## src/rtl/alu_pkg.sv

```systemverilog
`default_nettype none
// +----------------------------------------------------------------------+
// | alu_pkg : opcode encoding and default operand width for alu_4bit     |
// | Revision: 1.0                                                        |
// +----------------------------------------------------------------------+
package alu_pkg;

  localparam int ALU_WIDTH = 4;

  typedef enum logic [2:0] {
    OP_ADD = 3'd0,
    OP_SUB = 3'd1,
    OP_AND = 3'd2,
    OP_OR  = 3'd3,
    OP_XOR = 3'd4,
    OP_NOT = 3'd5,
    OP_SHL = 3'd6,
    OP_SHR = 3'd7
  } alu_op_e;

endpackage : alu_pkg
`default_nettype wire

```

## src/rtl/alu_4bit_comb.sv

```systemverilog
`default_nettype none
// +----------------------------------------------------------------------+
// | alu_4bit_comb : combinational function unit, WIDTH+1-bit result      |
// | Revision: 1.0                                                        |
// +----------------------------------------------------------------------+
module alu_4bit_comb
  import alu_pkg::*;
#(
  parameter int WIDTH = ALU_WIDTH
) (
  input  logic [WIDTH-1:0] a,
  input  logic [WIDTH-1:0] b,
  input  logic [2:0]       sel,
  output logic [WIDTH:0]   result
);

  logic [WIDTH:0] a_ext;
  logic [WIDTH:0] b_ext;

  assign a_ext = {1'b0, a};
  assign b_ext = {1'b0, b};

  // Zero-extended subtraction leaves the borrow in the top bit.
  always_comb begin
    result = '0;
    case (alu_op_e'(sel))
      OP_ADD:  result = a_ext + b_ext;
      OP_SUB:  result = a_ext - b_ext;
      OP_AND:  result = a_ext & b_ext;
      OP_OR:   result = a_ext | b_ext;
      OP_XOR:  result = a_ext ^ b_ext;
      OP_NOT:  result = {1'b0, ~a};
      OP_SHL:  result = {a, 1'b0};
      OP_SHR:  result = {2'b00, a[WIDTH-1:1]};
      default: result = '0;
    endcase
  end

endmodule : alu_4bit_comb
`default_nettype wire

```

## src/rtl/alu_4bit.sv

```systemverilog
`default_nettype none
// +----------------------------------------------------------------------+
// | alu_4bit : registered 8-op ALU with valid pipeline and zero flag     |
// | Revision: 1.0                                                        |
// +----------------------------------------------------------------------+
module alu_4bit
  import alu_pkg::*;
#(
  parameter int WIDTH = ALU_WIDTH
) (
  input  logic             clk,
  input  logic             rst,
  input  logic             in_valid,
  input  logic [WIDTH-1:0] a,
  input  logic [WIDTH-1:0] b,
  input  logic [2:0]       sel,
  output logic [WIDTH:0]   out,
  output logic             out_valid,
  output logic             zero
);

  logic [WIDTH:0] result;
  logic [WIDTH:0] out_d,       out_q;
  logic           out_valid_d, out_valid_q;
  logic           zero_d,      zero_q;

  alu_4bit_comb #(
    .WIDTH (WIDTH)
  ) u_comb (
    .a      (a),
    .b      (b),
    .sel    (sel),
    .result (result)
  );

  // Idle cycles hold the last result but drop both qualifiers.
  always_comb begin
    out_d       = out_q;
    out_valid_d = 1'b0;
    zero_d      = 1'b0;
    if (in_valid) begin
      out_d       = result;
      out_valid_d = 1'b1;
      zero_d      = (result == '0);
    end
  end

  always_ff @(posedge clk) begin
    if (rst) begin
      out_q       <= '0;
      out_valid_q <= 1'b0;
      zero_q      <= 1'b0;
    end else begin
      out_q       <= out_d;
      out_valid_q <= out_valid_d;
      zero_q      <= zero_d;
    end
  end

  assign out       = out_q;
  assign out_valid = out_valid_q;
  assign zero      = zero_q;

endmodule : alu_4bit
`default_nettype wire

```

## config.mk

```make
export PLATFORM = sky130hd
export DESIGN_NAME = alu_4bit
export DESIGN_NICKNAME = d
export VERILOG_FILES = /design/src/rtl/alu_pkg.sv /design/src/rtl/alu_4bit_comb.sv /design/src/rtl/alu_4bit.sv
export SDC_FILE = /design/constraint.sdc
export NUM_CORES = 1
export LEC_CHECK = 0
export CORE_ASPECT_RATIO = 1.1
export CORE_MARGIN = 5
export CORE_UTILIZATION = 50
export CTS_BUF_LIST = sky130_fd_sc_hd__clkbuf_8
export DETAILED_ROUTE_END_ITERATION = 16
export PLACE_DENSITY = 0.87
export SLEW_MARGIN = 0
export SYNTH_ARGS = -nofsm -noshare
export SYNTH_HDL_FRONTEND = slang
export SYNTH_HIERARCHICAL = 1
export SYNTH_SLANG_ARGS = --single-unit
```

## constraint.sdc

```tcl
create_clock -name clk -period 3.35 [get_ports clk]
set_clock_uncertainty 0.15 [all_clocks]
set_input_delay 0.335 -clock clk [delete_from_list [all_inputs] [get_ports clk]]
set_output_delay 0.335 -clock clk [all_outputs]
set_load 0.05 [all_outputs]
```

==> results of run 1 <==
## cell type report
type / instances / area (um^2)
multi-input cells: 73 / 611.8
flip-flops and latches: 7 / 140.1
fillers: 139 / 498.0
repair buffers: 23 / 222.7
inverters: 10 / 37.54
clock inverters: 1 / 3.754
clock buffers: 3 / 41.29
well taps: 17 / 21.27
## worst max-delay path: cells and delay by family
| family | cells | cell delay, ns |
|---|---|---|
| buffers and inverters | 2 | 0.60 |
| xor gates and xnor gates | 1 | 0.09 |
| and+or+nand+nor | 3 | 0.73 |
| adders and majority gates | 2 | 0.58 |
| AOI/OAI and AO/OA | 4 | 0.53 |
## Yosys cell counts (all sizes together) (3+ instances only)
cell type,number,area [um^2]
inv,10,37.54
nand2,6,22.52
nor2,10,45.04
dfxtp,7,140.1
a21o,3,23.77
ha,13,162.7
buf,5,37.53
a21oi,6,30.03
mux2i,8,80.08
xnor2,4,35.03
o21ai,3,15.01
## routing by layer
layer,wire length (um),vias to the layer above,global-route usage [%],part of all wire [%]
met2,993,31,30.00,53
li1,-,380,-,-
met1,705,334,15.01,38
met4,45,0,10.31,2.4
met5,0,-,0,0
met3,125,6,3.704,6.7
## flip-flops by register name (all words and copies together), names as in the netlist
| signal | flops |
|---|---|
| zero | 1 |
| out_valid | 1 |
| out | 5 |
## per-stage QoR
stage                     setup slack (ns)  utilization [%]  hold WS [ns]  cell area [um^2]  instances
after CTS                           0.4735            68.41        0.3453              1079        134
after floorplan                     0.8566                -        0.2517             827.0         95
final                               0.4551            68.41        0.3412              1079        134
after global routing                0.2667            68.41        0.3611              1079        134
after detailed placement            0.2379            65.56        0.3355              1033        130
after global placement              0.3414            65.56        0.3220              1033        130
## cell families (layout without fill, tap and decap cells)
| logic type | after synthesis | in the layout |
|---|---|---|
| adder cells (fa/ha/maj) | 14 | 14 |
| flip-flops | 7 | 7 |
| buffers and inverters | 15 | 37 |
| AND/OR/NAND/NOR | 23 | 23 |
| multiplexers | 11 | 11 |
| AO/OA/AOI/OAI | 21 | 21 |
| XOR/XNOR | 4 | 4 |
## path summary, 6_finish.rpt
| path | start | cells past startpoint | slack (ns) | end |
|---|---|---|---|---|
| max reg2reg | out[2] | 2 | 2.59 | out[2] |
| max | b[0] | 12 | 0.46 | zero |
| min reg2reg | out[1] | 2 | 0.34 | out[1] |
| min | out[1] | 2 | 0.34 | out[1] |
## power groups by stage
stage          Sequential, uW  Clock (uW)  Combinational [uW]
6_report                 92.5         116                 154
5_1_grt                  93.3         124                 169
4_1_cts                  92.6         119                 155
3_5_place_dp             94.0           0                 154
3_3_place_gp             93.5           0                 148
2_1_floorplan             114           0                84.6
==> out/metrics.yaml, run 1 <==
mostFrequentLayoutCells: "clkdlybuf4s50_1, ha_1, inv_1"
avgSynthCellArea_um2: 8.706
finalHoldViolCount: 0
yosysUniqueCellTypes: 31
critPathRequiredTime_ns: 3.32
grt_usage_pct: 15.76
cts.sinks: 7
max_stage_delay_ns: 0.51
p_clk_share_pct: 32.0
layout_commonest_cell: "clkdlybuf4s50_1"
cp_slowest_cell: "clkdlybuf4s50_1"
yosysSeqAreaShare_pct: 16.94
muxShareOfSynthArea_pct: 15.13
finalSetupTns_ns: 0
grt_max_degree: 12
area_growth_pct: 30.41
power_density_mw_per_mm2: 336.3
ioPinCount: 21
num_antenna_cells: 0
start_util_pct: 52.46
async_reset_ff_share_pct: 0
routed_wl_mm: 1.870
cts_buffer_depth: 2
peakVddDrop_v: 0.0001420
p_int_uw: 240.7
grt_pass1_wl_mm: 3.098
yosysWarningCount: 6
hold_buffers: 0
critPathKind: "input port to register"
core_area_mm2: 0.001577
grt_pass1_vias: 728
p_comb_share_pct: 42.5
startpoint_type: "input port"
post_cts.repair.setup_buffers: 0
slew_headroom_pct: 66.80
cellLeakagePower_uw: 0.0005154
synth_seq_cells: 7
arrival_ns: 2.86
via_per_inst: 5.604
synth_compound_area_share_pct: 17.70
first_pass_iters: 4
p_seq_share_pct: 25.5
setup_violations: 0
antenna_found_initial: 0
synth_top_family_by_area: "adder cells"
cts_tree: "yes"
vias: 751
drive_above_1_share_pct: 11.11
endpoint_kind: "register"
drv_cap: 0
nets: 146
synthesis.area_um2: 827.0
rsz0062_at_grt: "no"
period_share_pct: 86.42
drc: 0
synth_flop_cell: "dfxtp_1"
clkLatencyLatePin_ns: 0.23
cts_resized: 0
cts_root_buffer: "clkbuf_8"
place.gp.congestion: 0.9155
die_area_mm2: 0.002568
power.total_uw: 362.7
synth_fa_ha_area_share_pct: 22.09
cts_buffers: 3
drtIter0Drc: 19
die_w_um: 48.78
hold_path_class: "register to register"
path_max_fanout: 4
synth_edf_count: 0
drv_slew: 0
synth_xor_area_share_pct: 4.236
grt-ovfl-total: 0
synthCells: 95
switching_power_uw: 122.0
die_y_um: 52.66
portBuffers: 20
fp-row-count: 15
syn_nets: 123
max_freq_ghz: 0.3454
clk_pin_slew_worst_paths_ns: 0.04
worstMarginPinSlew_ns: 0.4965
finalCriticalPeriod_ns: 2.895
status: "completed"
sw_frac_of_total_pct: 33.63
path_cells: "clkdlybuf4s50_1 -> inv_1 -> ha_1 -> a21oi_1 -> xnor2_1 -> ha_1 -> a21o_1 -> a21oi_1 -> or4b_1 -> o311ai_1 -> nor3_1 -> and3_1"
final_antenna_net_count: 0
dp_hpwl_mm: 1.599
htreeDepth: 1
wire_per_inst_um: 13.96
synthSimpleGateAreaFrac_pct: 14.83
No activity file was read; power rests on OpenSTA's default activity.
==> run 2, diff against run 1 <==
--- a/config.mk
+++ b/config.mk
@@ -9,6 +9,7 @@
 export CORE_MARGIN = 5
 export CORE_UTILIZATION = 50
 export CTS_BUF_LIST = sky130_fd_sc_hd__clkbuf_8
+export CTS_CLUSTER_DIAMETER = 200
 export DETAILED_ROUTE_END_ITERATION = 16
 export PLACE_DENSITY = 0.87
 export SLEW_MARGIN = 0
==> results of run 2 <==
Same layout as run 1: the final DEF is identical, and so are final timing and power.
==> run 3, diff against run 2 <==
--- a/config.mk
+++ b/config.mk
@@ -5,7 +5,6 @@
 export SDC_FILE = /design/constraint.sdc
 export NUM_CORES = 1
 export LEC_CHECK = 0
-export CORE_ASPECT_RATIO = 1.1
 export CORE_MARGIN = 5
 export CORE_UTILIZATION = 50
 export CTS_BUF_LIST = sky130_fd_sc_hd__clkbuf_8
==> out/metrics.yaml, run 3 (synthesis results as in run 1) <==
core_area_mm2: 0.001541
placed_cells: 130
antenna_found_initial: 0
setup_violations: 0
sw_frac_of_total_pct: 33.40
first_pass_iters: 4
num_antenna_cells: 0
final_cell_count_no_fill: 134
cts.sinks: 7
post_cts.repair.setup_buffers: 0
drtIter0Drc: 9
path_max_fanout: 3
arrival_ns: 2.83
grt_max_degree: 9
drc: 0
portBuffers: 20
fin_area_mm2: 0.001085
final_antenna_net_count: 0
cts_buffers: 3
grt_usage_pct: 15.24
wire_per_inst_um: 13.41
status: "completed"
cts_root_buffer: "clkbuf_8"
drv_cap: 0
clk_pin_slew_worst_paths_ns: 0.04
peakVddDrop_v: 0.0001619
dp_hpwl_mm: 1.528
largest_register_ffs: 5
worstMarginPinSlew_ns: 0.4977
via_per_inst: 5.612
die_y_um: 50.67
finalSetupTns_ns: 0
p_clk_share_pct: 31.6
r2r-end: "out[2]"
critPathRequiredTime_ns: 3.32
hold_path_class: "register to register"
period_share_pct: 85.36
final_core_util_pct: 70.37
layout_commonest_cell: "clkdlybuf4s50_1"
r2r_cells: 2
drv_slew: 0
p_comb_share_pct: 42.9
routed_wl_mm: 1.797
startpoint_type: "input port"
postPlaceCellArea_mm2: 0.001040
reg2reg_from: "out[2]"
htreeDepth: 1
r2r_slack_ns: 2.58
cts_resized: 0
cts_buffer_depth: 2
grt-ovfl-total: 0
ioPinCount: 21
grt_pass1_vias: 725
finalCriticalPeriod_ns: 2.859
nets: 147
mostFrequentLayoutCells: "clkdlybuf4s50_1, ha_1, inv_1"
p_int_uw: 241.5
slew_headroom_pct: 66.72
nFillCells: 126
cellLeakagePower_uw: 0.0005202
grt_pass1_wl_mm: 3.036
drive_above_1_share_pct: 11.86
hold_end: "out[3]"
start_util_pct: 53.65
place.gp.congestion: 0.9378
rsz0062_at_grt: "no"
post-place-ws_ns: 0.2634
setup_slack_ns: 0.4906
endpoint_kind: "register"
p_seq_share_pct: 25.5
die_area_mm2: 0.002567
cts_tree: "yes"
clkLatencyLatePin_ns: 0.22
max_freq_ghz: 0.3497
hold_buffers: 0
fp-row-count: 14
power_density_mw_per_mm2: 334.2
critPathKind: "input port to register"
hold_path_depth: 2
vias: 752
die_w_um: 50.67
switching_power_uw: 121.1
area_growth_pct: 31.16
finalHoldViolCount: 0
hold_start: "out[3]"
-- run 3: critical path: stages --
cell             delay (ns)
clkdlybuf4s50_1        0.50
inv_1                  0.09
ha_1                   0.30
mux2i_1                0.26
fa_1                   0.29
a21o_1                 0.13
a21oi_1                0.08
or4b_1                 0.50
o311ai_1               0.12
nor3_1                 0.07
and3_1                 0.16
-- run 3: power groups by stage --
stage	clock, uW	combinational (uW)	sequential, uW
after floorplan	0	84.6	114
after global placement	0	149	93.5
after detailed placement	0	154	93.9
after CTS	116	156	92.6
after global routing	125	170	93.2
final	115	155	92.5
-- run 3: area by class of cell --
type	count	area (um^2)	share of cell area, %
Clock buffer	3	41.29	3.806
Sequential cell	7	140.1	12.92
Tap cell	16	20.02	1.845
Timing Repair Buffer	24	230.2	21.22
Inverter	10	37.54	3.460
Clock inverter	1	3.754	0.3460
Multi-Input combinational cell	73	611.8	56.40
-- run 3: metrics by stage --
stage | hold slack, ns | total power (uW)
2_1_floorplan | 0.2517 | 198.9
3_3_place_gp | 0.3216 | 242.7
3_5_place_dp | 0.3349 | 248.3
4_1_cts | 0.3460 | 364.5
5_1_grt | 0.3710 | 387.9
6_report | 0.3472 | 362.6
-- run 3: routing by layer --
metal	global-route usage, %	share of wire, %
met2	27.69	50
met5	0	0
met4	7.234	2.0
met1	16.37	42
met3	3.254	5.2
-- run 3: worst max-delay path by stage --
stage / start / end / slack, ns / cells after the start
finish: b[0] / zero / 0.49 / 11
global route: b[0] / zero / 0.35 / 11
CTS: b[0] / zero / 0.49 / 11
detailed placement: b[0] / zero / 0.26 / 11
global placement: b[0] / zero / 0.33 / 11
floorplan: sel[0] / zero / 0.86 / 11
